File: src/rtl/text_pkg.sv
// Constants shared by the text-mode command engine and the renderer:
// register map, command codes, screen geometry and STATUS bit layout.
package text_pkg;

  localparam logic [14:0] BASE_ADDR = 15'h40F0;

  localparam logic [2:0] OFF_CMD  = 3'd0;
  localparam logic [2:0] OFF_ARG1 = 3'd1;
  localparam logic [2:0] OFF_ARG2 = 3'd2;
  localparam logic [2:0] OFF_ARG3 = 3'd3;
  localparam logic [2:0] OFF_ARG4 = 3'd4;
  localparam logic [2:0] OFF_PAGE = 3'd5;

  localparam logic [7:0] CMD_SET_CHAR    = 8'd0;
  localparam logic [7:0] CMD_APPEND_CHAR = 8'd1;
  localparam logic [7:0] CMD_SET_CURSOR  = 8'd2;
  localparam logic [7:0] CMD_CLEAR       = 8'd3;

  localparam int COLS  = 80;
  localparam int ROWS  = 30;
  localparam int CELLS = COLS * ROWS;

  localparam int STATUS_BUSY_BIT    = 0;
  localparam int STATUS_ERROR_BIT   = 1;
  localparam int STATUS_OVERRUN_BIT = 2;

  typedef enum logic [1:0] {S_IDLE, S_EXEC, S_FILL} state_t;

  // row*80 + col without a multiplier: 80 = 64 + 16.
  function automatic logic [11:0] cell_index(input logic [7:0] row, input logic [7:0] col);
    logic [11:0] r;
    r = {4'b0, row};
    return (r << 6) + (r << 4) + {4'b0, col};
  endfunction

  function automatic logic coord_ok(input logic [7:0] row, input logic [7:0] col);
    return (col < 8'(COLS)) && (row < 8'(ROWS));
  endfunction

endpackage

File: src/rtl/text_cmd_regs.sv
// CPU bus decode for the text window: argument/page registers, STATUS
// with sticky overrun, registered read mux and command-issue qualification.
module text_cmd_regs
  import text_pkg::*;
(
  input  logic        clk_i,
  input  logic        reset_i,
  input  logic        cs_i,
  input  logic        rw_i,
  input  logic [14:0] addr_i,
  input  logic [7:0]  data_i,
  input  logic        busy_i,
  input  logic        engine_busy_i,
  input  logic        error_i,
  output logic [7:0]  data_o,
  output logic        cmd_accept_o,
  output logic [7:0]  cmd_code_o,
  output logic [7:0]  arg1_o,
  output logic [7:0]  arg2_o,
  output logic [7:0]  arg3_o,
  output logic [7:0]  page_o
);
  logic       hit, wr, rd, cmd_wr;
  logic [2:0] off;
  logic [7:0] arg1_q, arg2_q, arg3_q, arg4_q, page_q, data_q;
  logic [7:0] status, rdata;
  logic       overrun_q;

  assign hit    = cs_i && (addr_i[14:3] == BASE_ADDR[14:3]);
  assign off    = addr_i[2:0];
  assign wr     = hit && !rw_i;
  assign rd     = hit && rw_i;
  assign cmd_wr = wr && (off == OFF_CMD);

  assign cmd_accept_o = cmd_wr && !engine_busy_i;
  assign cmd_code_o   = data_i;
  assign arg1_o       = arg1_q;
  assign arg2_o       = arg2_q;
  assign arg3_o       = arg3_q;
  assign page_o       = page_q;
  assign data_o       = data_q;

  always_comb begin
    status = '0;
    status[STATUS_BUSY_BIT]    = busy_i;
    status[STATUS_ERROR_BIT]   = error_i;
    status[STATUS_OVERRUN_BIT] = overrun_q;
    rdata = '0;
    case (off)
      OFF_CMD:  rdata = status;
      OFF_ARG1: rdata = arg1_q;
      OFF_ARG2: rdata = arg2_q;
      OFF_ARG3: rdata = arg3_q;
      OFF_ARG4: rdata = arg4_q;
      OFF_PAGE: rdata = page_q;
      default:  rdata = '0;
    endcase
  end

  // NOTE: sequential state uses non-blocking assignments so every register
  // samples pre-edge values regardless of statement order.
  always_ff @(posedge clk_i) begin
    if (reset_i) begin
      arg1_q    <= '0;
      arg2_q    <= '0;
      arg3_q    <= '0;
      arg4_q    <= '0;
      page_q    <= '0;
      data_q    <= '0;
      overrun_q <= 1'b0;
    end else begin
      if (wr) begin
        case (off)
          OFF_ARG1: arg1_q <= data_i;
          OFF_ARG2: arg2_q <= data_i;
          OFF_ARG3: arg3_q <= data_i;
          OFF_ARG4: arg4_q <= data_i;
          OFF_PAGE: page_q <= data_i;
          default:  ;
        endcase
      end
      if (rd) data_q <= rdata;
      // A rejected command outranks a simultaneous STATUS read clear.
      if (cmd_wr && engine_busy_i)    overrun_q <= 1'b1;
      else if (rd && off == OFF_CMD)  overrun_q <= 1'b0;
    end
  end

endmodule

File: src/rtl/text_cmd_engine.sv
// Text buffer writer: latches accepted commands, runs the IDLE/EXEC/FILL
// sequencer, owns the cursor and drives one buffer write per clock.
module text_cmd_engine
  import text_pkg::*;
(
  input  logic        cpu_clock,
  input  logic        reset,
  input  logic        cs,
  input  logic        rw,
  input  logic [14:0] addr,
  input  logic [7:0]  data_in,
  output logic [7:0]  data_out,
  output logic        buf_we,
  output logic [11:0] buf_addr,
  output logic [7:0]  buf_data,
  output logic        busy,
  output logic [11:0] cursor_pos,
  output logic [7:0]  page_sel
);
  state_t      state_q, state_d;
  logic        pend_q, pend_d;
  logic [7:0]  cmd_q, cmd_d;
  logic [7:0]  sh_arg1_q, sh_arg1_d, sh_arg2_q, sh_arg2_d, sh_arg3_q, sh_arg3_d;
  logic        error_q, error_d;
  logic [11:0] cursor_q, cursor_d;
  logic        we_q, we_d;
  logic [11:0] waddr_q, waddr_d;
  logic [7:0]  wdata_q, wdata_d;

  logic        cmd_accept, engine_busy, in_range;
  logic [7:0]  cmd_code, arg1, arg2, arg3;
  logic [11:0] target;

  // A latched-but-not-started command also blocks new issues.
  assign busy        = (state_q != S_IDLE);
  assign engine_busy = busy || pend_q;
  assign in_range    = coord_ok(sh_arg3_q, sh_arg2_q);
  assign target      = cell_index(sh_arg3_q, sh_arg2_q);

  assign buf_we     = we_q;
  assign buf_addr   = waddr_q;
  assign buf_data   = wdata_q;
  assign cursor_pos = cursor_q;

  text_cmd_regs u_regs (
    .clk_i         (cpu_clock),
    .reset_i       (reset),
    .cs_i          (cs),
    .rw_i          (rw),
    .addr_i        (addr),
    .data_i        (data_in),
    .busy_i        (busy),
    .engine_busy_i (engine_busy),
    .error_i       (error_q),
    .data_o        (data_out),
    .cmd_accept_o  (cmd_accept),
    .cmd_code_o    (cmd_code),
    .arg1_o        (arg1),
    .arg2_o        (arg2),
    .arg3_o        (arg3),
    .page_o        (page_sel)
  );

  // NOTE: every _d starts from a default so no path leaves it unassigned
  // (otherwise a latch is inferred).
  always_comb begin
    state_d   = state_q;
    pend_d    = pend_q;
    cmd_d     = cmd_q;
    sh_arg1_d = sh_arg1_q;
    sh_arg2_d = sh_arg2_q;
    sh_arg3_d = sh_arg3_q;
    error_d   = error_q;
    cursor_d  = cursor_q;
    we_d      = 1'b0;
    waddr_d   = waddr_q;
    wdata_d   = wdata_q;

    if (cmd_accept) begin
      pend_d    = 1'b1;
      cmd_d     = cmd_code;
      sh_arg1_d = arg1;
      sh_arg2_d = arg2;
      sh_arg3_d = arg3;
      error_d   = 1'b0;
    end

    case (state_q)
      S_IDLE: begin
        if (pend_q) begin
          pend_d  = 1'b0;
          state_d = S_EXEC;
          case (cmd_q)
            CMD_SET_CHAR: begin
              if (in_range) begin
                we_d    = 1'b1;
                waddr_d = target;
                wdata_d = sh_arg1_q;
              end else begin
                error_d = 1'b1;
              end
            end
            CMD_APPEND_CHAR: begin
              we_d     = 1'b1;
              waddr_d  = cursor_q;
              wdata_d  = sh_arg1_q;
              cursor_d = (cursor_q == 12'(CELLS - 1)) ? '0 : cursor_q + 12'd1;
            end
            CMD_SET_CURSOR: begin
              if (in_range) cursor_d = target;
              else          error_d  = 1'b1;
            end
            CMD_CLEAR: begin
              we_d    = 1'b1;
              waddr_d = '0;
              wdata_d = sh_arg1_q;
            end
            default: error_d = 1'b1;
          endcase
        end
      end
      S_EXEC: begin
        if (cmd_q == CMD_CLEAR) begin
          state_d = S_FILL;
          we_d    = 1'b1;
          waddr_d = waddr_q + 12'd1;
        end else begin
          state_d = S_IDLE;
        end
      end
      S_FILL: begin
        if (waddr_q == 12'(CELLS - 1)) begin
          state_d  = S_IDLE;
          cursor_d = '0;
        end else begin
          we_d    = 1'b1;
          waddr_d = waddr_q + 12'd1;
        end
      end
      default: state_d = S_IDLE;
    endcase
  end

  always_ff @(posedge cpu_clock) begin
    if (reset) begin
      state_q   <= S_IDLE;
      pend_q    <= 1'b0;
      cmd_q     <= '0;
      sh_arg1_q <= '0;
      sh_arg2_q <= '0;
      sh_arg3_q <= '0;
      error_q   <= 1'b0;
      cursor_q  <= '0;
      we_q      <= 1'b0;
      waddr_q   <= '0;
      wdata_q   <= '0;
    end else begin
      state_q   <= state_d;
      pend_q    <= pend_d;
      cmd_q     <= cmd_d;
      sh_arg1_q <= sh_arg1_d;
      sh_arg2_q <= sh_arg2_d;
      sh_arg3_q <= sh_arg3_d;
      error_q   <= error_d;
      cursor_q  <= cursor_d;
      we_q      <= we_d;
      waddr_q   <= waddr_d;
      wdata_q   <= wdata_d;
    end
  end

endmodule

File: config.mk
export PLATFORM = sky130hd
export DESIGN_NAME = text_cmd_engine
export DESIGN_NICKNAME = d
export VERILOG_FILES = /design/src/rtl/text_pkg.sv /design/src/rtl/text_cmd_regs.sv /design/src/rtl/text_cmd_engine.sv
export SDC_FILE = /design/constraint.sdc
export NUM_CORES = 1
export LEC_CHECK = 0
export BUFFER_PORTS_ARGS = -buffer_cell sky130_fd_sc_hd__clkbuf_2
export CORE_MARGIN = 10
export CORE_UTILIZATION = 50
export CTS_CLUSTER_SIZE = 25
export DETAILED_ROUTE_END_ITERATION = 8
export GPL_TIMING_DRIVEN = 1
export MAX_ROUTING_LAYER = met4
export PLACE_DENSITY = 0.74
export RECOVER_POWER = 25
export SYNTH_ARGS = -nofsm -noshare
export SYNTH_HDL_FRONTEND = slang
export SYNTH_HIERARCHICAL = 1
export SYNTH_SLANG_ARGS = --single-unit
export TNS_END_PERCENT = 5
File: constraint.sdc
create_clock -name cpu_clock -period 3 [get_ports cpu_clock]
set_input_delay 0.15 -clock cpu_clock [delete_from_list [all_inputs] [get_ports cpu_clock]]
set_output_delay 0.15 -clock cpu_clock [all_outputs]
set_load 0.05 [all_outputs]
Word-level counts from Yosys, hierarchy flattened
Cells that the tools add are included.

storage, ports and cells
  input port bits = 27
  output and inout port bits = 50
  register bits = 118
  word-level logic and storage cells = 110

cells by class
  reduce and logical (&&, ||, !) cells = 30
  equality and inequality tests = 22
  mux-type cells = 34
  $add $sub $neg = 4
  order comparisons = 2

operator list
  cell                                                  number
  2-to-1 mux 12 bit                                     7
  case mux 12 bit (3 select lines)                      2
  case mux 12 bit (2 select lines)                      2
  case mux 8 bit (6 select lines)                       1
  equality test 12 bit (second input constant)          3
  adder 12 x 1 -> 12 bit (second input constant)        2
  equality test 8 x 2 -> 1 bit (second input constant)  2
  case mux 8 bit (2 select lines)                       1
  2-to-1 mux 1 bit                                      13
  adder 12 bit                                          1
  adder 12 x 8 -> 12 bit                                1
  AND reduction 2 bit                                   6
  != test 2 bit (second input constant)                 5
  equality test 8 x 1 -> 1 bit (second input constant)  1
  logical AND 1 bit                                     8
  logical NOT 8 bit                                     1
  < comparator 8 x 5 -> 1 bit (second input constant)   1
  < comparator 8 x 7 -> 1 bit (second input constant)   1
  2-to-1 mux 8 bit                                      1
  nonzero test 2 bit                                    4
  equality test 3 x 2 -> 1 bit (second input constant)  2
  equality test 3 bit (second input constant)           2
  2-to-1 mux 2 bit                                      3
  != test 3 bit (second input constant)                 2
  17 further kinds                                      20

Longest topological paths before layout
Gate-level depths: netlist of the first run.

  depth after elaboration = 10
  mapped depth = 10
  mapped depth without buffers = 10

Cells and area by module
Netlist of the first run, hierarchy kept.

modules (own cells, without submodules)
  module           area each (um^2)  times used  cells each  sequential area each (um^2)
  text_cmd_engine  3846.2            1           458         1381.3
  text_cmd_regs    2466.1            1           244         980.9

Worst setup path after synthesis of the first run
No wires, ideal clock.

  kind = input -> register
  start = input addr[8]
  end = register cmd_q[0]
  arrival time = 2423 ps
  data required time = 2872 ps
  path buffers = 2
  cell stages on the path = 8
  path slack = 449 ps
  setup time = 128 ps
  path through = or4b_4 > nor4_4 > nand2_1 > nor2_1 > clkbuf_1 > clkbuf_1 > mux2i_1 > nor2_1

between the ends
  longest elaborated chain between the ends = 5

RTL lines
  what                    line                    source
  start: declaration      text_cmd_engine.sv:10   input logic [14:0] addr,
  equality test 12 bit    text_cmd_regs.sv:29     assign hit = cs_i && (addr_i[14:3] == BASE_ADDR[14:3]);
  logical AND 1 bit       text_cmd_regs.sv:29
  logical AND 1 bit       text_cmd_regs.sv:31     assign wr = hit && !rw_i;
  logical AND 1 bit       text_cmd_regs.sv:33     assign cmd_wr = wr && (off == OFF_CMD);
  logical AND 1 bit       text_cmd_regs.sv:35     assign cmd_accept_o = cmd_wr && !engine_busy_i;
  via cmd_accept          text_cmd_engine.sv:30   logic cmd_accept, engine_busy, in_range;
  end signal: assignment  text_cmd_engine.sv:160  cmd_q <= cmd_d;
  end: declaration        text_cmd_engine.sv:22   logic [7:0] cmd_q, cmd_d;

The timed path passes the listed nets, and every way through them passes these cells.
A chain may end at the register's enable or synchronous reset.

Final worst setup path of the first run
  start = register sh_arg2_q[6]
  end = register cursor_q[11] (netlist: cursor_pos[11])

between the ends
  longest elaborated chain between the ends = 5
  elaborated cells on any way between the ends = 9
  those cells by class = 1 x add/sub; 1 x order compare; 1 x eq/ne; 4 x mux; 2 x reduce/logical

RTL lines
  what                              line                    source
  start: declaration                text_cmd_engine.sv:23   logic [7:0] sh_arg1_q, sh_arg1_d, sh_arg2_q, sh_arg2_d, sh_arg3_q, sh_arg3_d;
  start signal: assignment          text_cmd_engine.sv:162  sh_arg2_q <= sh_arg2_d;
  adder 12 x 8 -> 12 bit            text_pkg.sv:33          return (r << 6) + (r << 4) + {4'b0, col};
  2-to-1 mux 12 bit                 text_cmd_engine.sv:110  if (in_range) cursor_d = target;
  case mux 12 bit (2 select lines)  text_cmd_engine.sv:93   case (cmd_q)
  2-to-1 mux 12 bit                 text_cmd_engine.sv:90   if (pend_q) begin
  case mux 12 bit (2 select lines)  text_cmd_engine.sv:88   case (state_q)
  end signal: assignment            text_cmd_engine.sv:165  cursor_q <= cursor_d;
  end: declaration                  text_cmd_engine.sv:25   logic [11:0] cursor_q, cursor_d;

Parallel ways exist; a longest one is shown, timed or not. The select of a mux whose other input is x is not followed.

==> results of run 1 <==
-- final timing paths --
check,endpoint,depth (start not counted)
hold reg to reg,u_regs/data_o[7],2
setup reg to reg,cursor_pos[11],9
setup / recovery,cursor_pos[11],9
hold / removal,cmd_q[5],3
-- worst min-delay path, stage by stage --
cell	delay, ns
sky130_fd_sc_hd__clkbuf_2	0.09
sky130_fd_sc_hd__mux2i_1	0.06
sky130_fd_sc_hd__nor2_1	0.08
-- kinds of logic (layout without fill, tap and decap cells) --
kind of cell | count (synthesis) | in the layout | synth area share (%)
DFF | 118 | 118 | 37.4
xor gates and xnor gates | 10 | 10 | 1.39
adders and majority gates | 20 | 20 | 4.32
AOI/OAI and AO/OA | 123 | 123 | 13.5
and+or+nand+nor | 264 | 264 | 23.0
muxes | 93 | 93 | 15.0
buffers and inverters | 74 | 144 | 5.29
-- power by group --
| part | internal (mW) | switching, mW |
|---|---|---|
| sequential | 1.57 | 0.0000121 |
| combinational | 0.0425 | 0.0741 |
| clock | 1.52 | 0.730 |
-- metrics by stage --
step	setup WS [ns]	instance area [µm²]	utilization, %	hold WS (ns)
finish	0.359	7380	60.5	-0.000858
global route	0.230	7380	60.5	0.0113
CTS	0.359	7440	60.9	0.00138
detailed placement	0.395	6770	55.4	0.422
global placement	0.484	6770	55.4	0.411
floorplan	0.449	6310	-	0.379
-- metal layers --
layer	wire, µm	share of wire, %	track usage, %	up-vias
li1	-	-	-	2619
met1	7470	44	23.9	2668
met2	8170	48	30.8	216
met3	1120	6.5	5.18	36
met4	395	2.3	7.52	0
met5	0	0	-	-
-- registers in the layout, indices dropped and copies added (netlist names) --
register and count:
buf_addr 12, sh_arg3_q 8, sh_arg2_q 8, cursor_pos 12, sh_arg1_q 8, state_q 2
u_regs/overrun_q 1, error_q 1, u_regs/arg3_o 8, u_regs/arg2_o 8, cmd_q 8, pend_q 1
u_regs/page_o 8, buf_we 1, u_regs/arg4_q 8, buf_data 8, u_regs/data_o 8, u_regs/arg1_o 8
-- layout make-up --
cell class	instances	area [µm²]
fillers	1052	4830
well taps	168	210
repair buffers	91	457
clock inverters	11	196
clock buffers	20	457
flip-flops and latches	118	2360
inverters	22	82.6
multi-input cells	510	3620
-- Yosys cell counts, types with 5 or more instances --
cell,instances
sky130_fd_sc_hd__a211oi_1,8
sky130_fd_sc_hd__a21oi_1,34
sky130_fd_sc_hd__a221o_1,5
sky130_fd_sc_hd__a22oi_1,5
sky130_fd_sc_hd__buf_4,8
sky130_fd_sc_hd__clkbuf_1,35
sky130_fd_sc_hd__dfxtp_1,118
sky130_fd_sc_hd__ha_1,17
sky130_fd_sc_hd__inv_1,21
sky130_fd_sc_hd__mux2_2,5
sky130_fd_sc_hd__mux2i_1,87
sky130_fd_sc_hd__nand2_1,41
sky130_fd_sc_hd__nand2b_1,49
sky130_fd_sc_hd__nand3_1,23
sky130_fd_sc_hd__nand4_1,11
sky130_fd_sc_hd__nor2_1,74
sky130_fd_sc_hd__nor2b_1,7
sky130_fd_sc_hd__nor3_1,14
sky130_fd_sc_hd__nor3b_1,6
sky130_fd_sc_hd__o21ai_0,19
sky130_fd_sc_hd__o221ai_1,5
sky130_fd_sc_hd__xor2_1,6
-- timing repair --
item / 4_1_cts / 5_1_grt
endpoints found under the setup margin: 0 / 0
endpoints found under the hold margin: 2 / 0
hold buffers: 2 / 0
==> out/results.env, run 1 <==
OUTCOME='finished with violations'
VIOLATIONS='negative hold slack'
TIMING.CRITICAL_PATH.FROM='sh_arg2_q[6]'
TIMING.CLOCK.SKEW_NS=0.00706
NUMBER_OF_GLOBAL_ROUTE_VIAS_BEFORE_REPAIR=5355
SLEW_VIOL_FINAL=0
YOSYSSEQAREASHARE_PCT=37.4
CLKTRANSATPATHREGS_NS=0.06
MAX-VDD-IR-DROP_uV=404
POST_ROUTE_CELLS_DRIVE_ABOVE_1_SHARE_PCT=14.0
FIN_TOTAL_PWR_mW=3.93
REPORT.FINAL.HOLD_VIOL_COUNT=1
SYNTH_ASYNC_SR_FLOP_SHARE_PCT=0
CRITPATHCAPTURETYPE='register'
WORSTHOLDSTART='data_in[5]'
CTS_MAX_LEVEL=4
WORST_PATH_MAX_DELAY_CELL='sky130_fd_sc_hd__fa_1'
RRSETUPSLACK_NS=0.36
POST_CTS_RESIZE_COUNT=0
INITIALDRTVIOLATIONCOUNT=493
CRIT_FANOUT=3
TOP_AREA_CELLS_IN_THE_SYNTHESIZED_NETLIST='sky130_fd_sc_hd__dfxtp_1 (37%), sky130_fd_sc_hd__mux2i_1 (14%), sky130_fd_sc_hd__nand2b_1 (4.9%), sky130_fd_sc_hd__nor2_1 (4.4%), sky130_fd_sc_hd__ha_1 (3.4%)'
SYNTH.LIB_CELLS_USED.DISTINCT=73
GLOBALROUTETOTALUTIL_PCT=19.8
FMAXACHIEVABLE_GHz=0.379
DRT_DRC_VIOLATIONS_LEFT=0
OVERFLOW=0
WORST-SETUP-PATH-TYPE='register to register'
DRT-WIRELENGTH-PER-CELL_UM=18.2
LAYOUT_MIN_CYCLE_TIME_NS=2.64
CP_TOP_FAMILY='adder cells'
FINAL_SETUP_VIOLATION_COUNT=0
AREA_GROWTH_SYN_TO_LAYOUT_PCT=17.0
FINAL_COMMON_CELL='sky130_fd_sc_hd__dfxtp_1'
CPMOSTUSEDCELL='sky130_fd_sc_hd__fa_1'
FINAL_CELL_COUNT_NO_FILL=940
SYNTHESIS.NETS=749
TIMING.RR.START='sh_arg2_q[6]'
SETUP_TNS_NS=0
NETLIST_AREA_UM2=6310
LEAKAGEPOWER_nW=2.88
LIBRARY_CELL_WITH_THE_LARGEST_SUMMED_AREA_AFTER_SYNTHESIS='sky130_fd_sc_hd__dfxtp_1'
CLOCKBUFFERDEPTH=2
PORT_BUFFERS=76
ANTENNA_FOUND_INITIAL=0
SYNTHCELLS=702
MAX-CAP-VIOLATIONS=0
CRIT_REQUIRED_NS=3.31
SYNTH_FF_TYPE='sky130_fd_sc_hd__dfxtp_1'
DRT_FIRST_PASS_ITERS=5
HOLD_PATH_CLASS='input port to register'
POST-SYNTH-TOP-AREA-FRACTION_PCT=37.4
VIAS=5539
DIE-WIDTH_UM=132
CTS_TREE='yes'
SYNTH.FF_LATCH_COUNT=118
CLK_ROOT_BUFFER_CELL='sky130_fd_sc_hd__clkbuf_16'
HPWLAFTERDP_UM=12200
MAXIMUM_NUMBER_OF_PINS_ON_ONE_NET_BEFORE_GLOBAL_ROUTE_REPAIR=64
FP.DIEAREA_UM2=17500
PLACEMENTROWS=40
GLOBALPLACE.CONGESTION=0.913
POWER.DENSITY_nW_PER_UM2=532
NUMBER_OF_CTS_INSERTED_BUFFERS=17
TYPE_OF_ORIGIN_OF_THE_CRITICAL_PATH='register'
VIA_PER_INST=5.89
CLOCK_LATENCY_OF_THE_LATER_CLOCKED_REGISTER_IN_THE_WORST_SKEW_PAIR_NS=0.42
GRT_FIRST_PASS_WIRELENGTH_UM=27900
ANT_CELLS=0
CTS.SINKS=118
FINAL_CELL_MIX='sky130_fd_sc_hd__dfxtp_1 (118), sky130_fd_sc_hd__mux2i_1 (87), sky130_fd_sc_hd__nor2_1 (73), sky130_fd_sc_hd__nand2b_1 (49), sky130_fd_sc_hd__clkbuf_1 (42)'
FINAL_NETS=807
CP.ARRIVAL_NS=2.95
SYNTH-EDFF-COUNT=0
WORSTPATHBUFFERINVERTERCOUNT=1
CRITICAL_PATH_CELL_BY_CELL='inv_1 > fa_1 > fa_1 > nor2b_1 > o221ai_1 > a21oi_1 > xor2_1 > o21ai_0 > a22o_1'
HOLD_WS_NS=-0.000858
DIE_Y_UM=132
WORSTMARGINPINSLEW_NS=0.636
DRT.ANTENNA.VIOLATING_NETS=0
GRT_SETUP_UNREPAIRED='no'
IO_PINS=77
TOTALWIRELENGTH_UM=17100
POST-CTS-SETUP-BUFFER-COUNT=0
MIN_PERIOD_OVER_PERIOD_PCT=88.0
RELSLEWSLACK_PCT=57.4
INITIAL_CORE_UTIL_PCT=51.7
CORE_UM2=12200
SYNTHESIZED_AREA_DIVIDED_BY_SYNTHESIZED_CELL_COUNT_UM2=8.99
CP_SLOWEST_STAGE_DELAY_NS=0.53
DPL.CELL_COUNT=907
SYNTH-WARNING-COUNT=6
Note: power is estimated with default switching activity, not from simulation.
==> run 2: changes to the inputs <==
--- a/config.mk
+++ b/config.mk
@@ -11,6 +11,7 @@
 export CTS_CLUSTER_SIZE = 25
 export DETAILED_ROUTE_END_ITERATION = 8
 export GPL_TIMING_DRIVEN = 1
+export HOLD_SLACK_MARGIN = 0.03
 export MAX_ROUTING_LAYER = met4
 export PLACE_DENSITY = 0.74
 export RECOVER_POWER = 25
==> constraint.sdc (replaced) <==
create_clock -name cpu_clock -period 2.65 [get_ports cpu_clock]
set_input_delay 0.1325 -clock cpu_clock [delete_from_list [all_inputs] [get_ports cpu_clock]]
set_output_delay 0.1325 -clock cpu_clock [all_outputs]
set_load 0.05 [all_outputs]
==> run 2 against run 1 <==
Compared with the run above: hold slack better by 0.068 ns; die area unchanged; non-clock buffer count up 7; via count down 0.74%; largest cell class unchanged; cell area up 1.2%; the flow now finishes without violations.
==> out/results.env, run 2 (synthesized netlist as in run 1, its figures left out) <==
MAX-VDD-IR-DROP_uV=546  # was 404 µV
MAX-CAP-VIOLATIONS=0  # unchanged
VIAS=5498  # was 5539
FINAL_CELL_COUNT_NO_FILL=948  # was 940
COMBPWRFRAC_PCT=3.1  # was 3.0%
CRIT_REQUIRED_NS=2.97  # was 3.31 ns
CLK_ROOT_BUFFER_CELL='sky130_fd_sc_hd__clkbuf_16'  # unchanged
CLKTRANSATPATHREGS_NS=0.06  # about the same
POWER.SWITCHING_mW=0.972  # was 0.804 mW
FINAL_SETUP_VIOLATION_COUNT=0  # unchanged
CLOCK_LATENCY_OF_THE_LATER_CLOCKED_REGISTER_IN_THE_WORST_SKEW_PAIR_NS=0.42  # about the same
CORE_UM2=12200  # unchanged
FINAL_COMMON_CELL='sky130_fd_sc_hd__dfxtp_1'  # unchanged
NUMBER_OF_CTS_INSERTED_BUFFERS=17  # unchanged
DRT_DRC_VIOLATIONS_LEFT=0  # unchanged
NUMBER_OF_GLOBAL_ROUTE_VIAS_BEFORE_REPAIR=5558  # was 5355
IO_PINS=77  # unchanged
FP.DIEAREA_UM2=17500  # unchanged
DIE-WIDTH_UM=132  # unchanged
MAXIMUM_NUMBER_OF_PINS_ON_ONE_NET_BEFORE_GLOBAL_ROUTE_REPAIR=106  # was 64
P_CLK_SHARE_PCT=57.3  # was 57.1%
HOLD_PATH_CLASS='input port to register'  # unchanged
FILLERINSTANCES=1094  # was 1052
CP.ARRIVAL_NS=2.86  # was 2.95 ns
OUTCOME='completed'  # was finished with violations
OVERFLOW=0  # unchanged
RELSLEWSLACK_PCT=49.2  # was 57.4%
GLOBALPLACE.CONGESTION=0.901  # was 0.913
VIA_PER_INST=5.80  # was 5.89
GRT_SETUP_UNREPAIRED='yes'  # was no
PWR-SHARE-SEQ_PCT=39.7  # was 39.9%
GLOBALROUTETOTALUTIL_PCT=20.6  # was 19.8%
INITIAL_CORE_UTIL_PCT=51.7  # unchanged
TYPE_OF_ORIGIN_OF_THE_CRITICAL_PATH='register'  # unchanged
DRT.ANTENNA.VIOLATING_NETS=0  # unchanged
DRT_FIRST_PASS_ITERS=9  # was 5
DRT-WIRELENGTH-PER-CELL_UM=18.8  # was 18.2 µm
ANT_CELLS=0  # unchanged
PLACEMENTROWS=40  # unchanged
CTS_MAX_LEVEL=4  # unchanged
WORST-SETUP-PATH-TYPE='register to register'  # unchanged
SLEW_VIOL_FINAL=0  # unchanged
DIE_Y_UM=132  # unchanged
FIN_TOTAL_PWR_mW=4.47  # was 3.93 mW
CRITPATHCAPTURETYPE='register'  # unchanged
AREA_GROWTH_SYN_TO_LAYOUT_PCT=18.4  # was 17.0%
FINAL_CELL_MIX='sky130_fd_sc_hd__dfxtp_1 (118), sky130_fd_sc_hd__mux2i_1 (87), sky130_fd_sc_hd__nor2_1 (73), sky130_fd_sc_hd__nand2b_1 (49)'  # was sky130_fd_sc_hd__dfxtp_1 (118), sky130_fd_sc_hd__mux2i_1 (87), sky130_fd_sc_hd__nor2_1 (73), sky130_fd_sc_hd__nand2b_1 (49), sky130_fd_sc_hd__clkbuf_1 (42)
REPORT.FINAL.HOLD_VIOL_COUNT=0  # was 1
FMAXACHIEVABLE_GHz=0.393  # was 0.379 GHz
CLOCKBUFFERDEPTH=2  # unchanged
MIN_PERIOD_OVER_PERIOD_PCT=96.1  # was 88.0%
CTS.SINKS=118  # unchanged
CELLINTERNALPOWER_mW=3.50  # was 3.13 mW
WORSTMARGINPINSLEW_NS=0.758  # was 0.636 ns
TOTALWIRELENGTH_UM=17800  # was 17100 µm
INITIALDRTVIOLATIONCOUNT=515  # was 493
POWER_SWITCHING_SHARE_PCT=21.7  # was 20.5%
LEAKAGEPOWER_nW=2.94  # was 2.88 nW
TIMING.CLOCK.SKEW_NS=0.00679  # was 0.00706 ns
DPL.CELL_COUNT=909  # was 907
ANTENNA_FOUND_INITIAL=0  # unchanged
POST_ROUTE_CELLS_DRIVE_ABOVE_1_SHARE_PCT=15.4  # was 14.0%
DESIGN_AREA_UM2=7480  # was 7380 µm²
POWER.DENSITY_nW_PER_UM2=598  # was 532 nW/µm²
PORT_BUFFERS=76  # unchanged
HPWLAFTERDP_UM=12500  # was 12200 µm
FINAL_NETS=814  # was 807
GRT_FIRST_PASS_WIRELENGTH_UM=28800  # was 27900 µm
CELL_AREA_AFTER_PLACEMENT_UM2=6800  # was 6770 µm²
POST-CTS-SETUP-BUFFER-COUNT=0  # unchanged
CTS_TREE='yes'  # unchanged
CRIT_FANOUT=3  # unchanged
LAYOUT_MIN_CYCLE_TIME_NS=2.55  # was 2.64 ns
==> run 2: what timing repair did <==
item	4_1_cts	5_1_grt
gates resized for setup	0	2
setup endpoints to repair	0	2
endpoints found under the hold margin	7	0
hold buffers	7	0
==> run 2: routing by layer <==
metal | track usage [%] | share of wire (%) | routed length, µm
met1 | 23.7 | 44 | 7780
met2 | 34.1 | 49 | 8820
met3 | 5.11 | 5.1 | 913
met4 | 6.78 | 1.8 | 323
met5 | - | 0 | 0
==> run 2: path summary, 6_finish.rpt <==
path | depth (start not counted) | endpoint | from | slack, ns
max | 9 | cursor_pos[11] | sh_arg3_q[0] | 0.10
min | 2 | buf_addr[4] | reset | 0.07
max reg2reg | 9 | cursor_pos[11] | sh_arg3_q[0] | 0.10
min reg2reg | 2 | u_regs/data_o[7] | u_regs/data_o[7] | 0.45
==> run 2: layout make-up <==
cell class                      instances  area (µm²)  area share, %
Timing Repair Buffer                   98         542           7.25
Tap cell                              168         210           2.81
Inverter                               22        82.6           1.10
Clock buffer                           17         425           5.69
Sequential cell                       118        2360           31.6
Clock inverter                         15         225           3.01
Multi-Input combinational cell        510        3630           48.5
==> run 2: through the flow <==
stage / worst slack [ns] / utilization, % / hold WS [ns] / TNS, ns
final: 0.104 / 61.2 / 0.0669 / 0
after detailed placement: 0.0520 / 55.7 / 0.408 / 0
after floorplan: 0.107 / - / 0.361 / 0
after CTS: 0.0380 / 61.6 / 0.0665 / 0
after global placement: 0.116 / 55.7 / 0.392 / 0
after global routing: -0.0414 / 61.2 / 0.0820 / -0.0414
==> run 2: power groups by stage <==
| stage | sequential (mW) | clock, mW | combinational, mW |
|---|---|---|---|
| floorplan | 1.81 | 0 | 0.0916 |
| global placement | 1.81 | 0 | 0.124 |
| detailed placement | 1.81 | 0 | 0.126 |
| CTS | 1.77 | 2.57 | 0.136 |
| global route | 1.77 | 2.66 | 0.146 |
| finish | 1.77 | 2.56 | 0.137 |
==> run 2: critical path: stages (launching register included) <==
cell                       delay, ns
sky130_fd_sc_hd__dfxtp_1        0.37
sky130_fd_sc_hd__inv_1          0.08
sky130_fd_sc_hd__fa_1           0.51
sky130_fd_sc_hd__fa_1           0.48
sky130_fd_sc_hd__nor2b_1        0.17
sky130_fd_sc_hd__o221ai_1       0.16
sky130_fd_sc_hd__a21oi_2        0.23
sky130_fd_sc_hd__xor2_1         0.15
sky130_fd_sc_hd__o21ai_0        0.08
sky130_fd_sc_hd__a22o_1         0.22
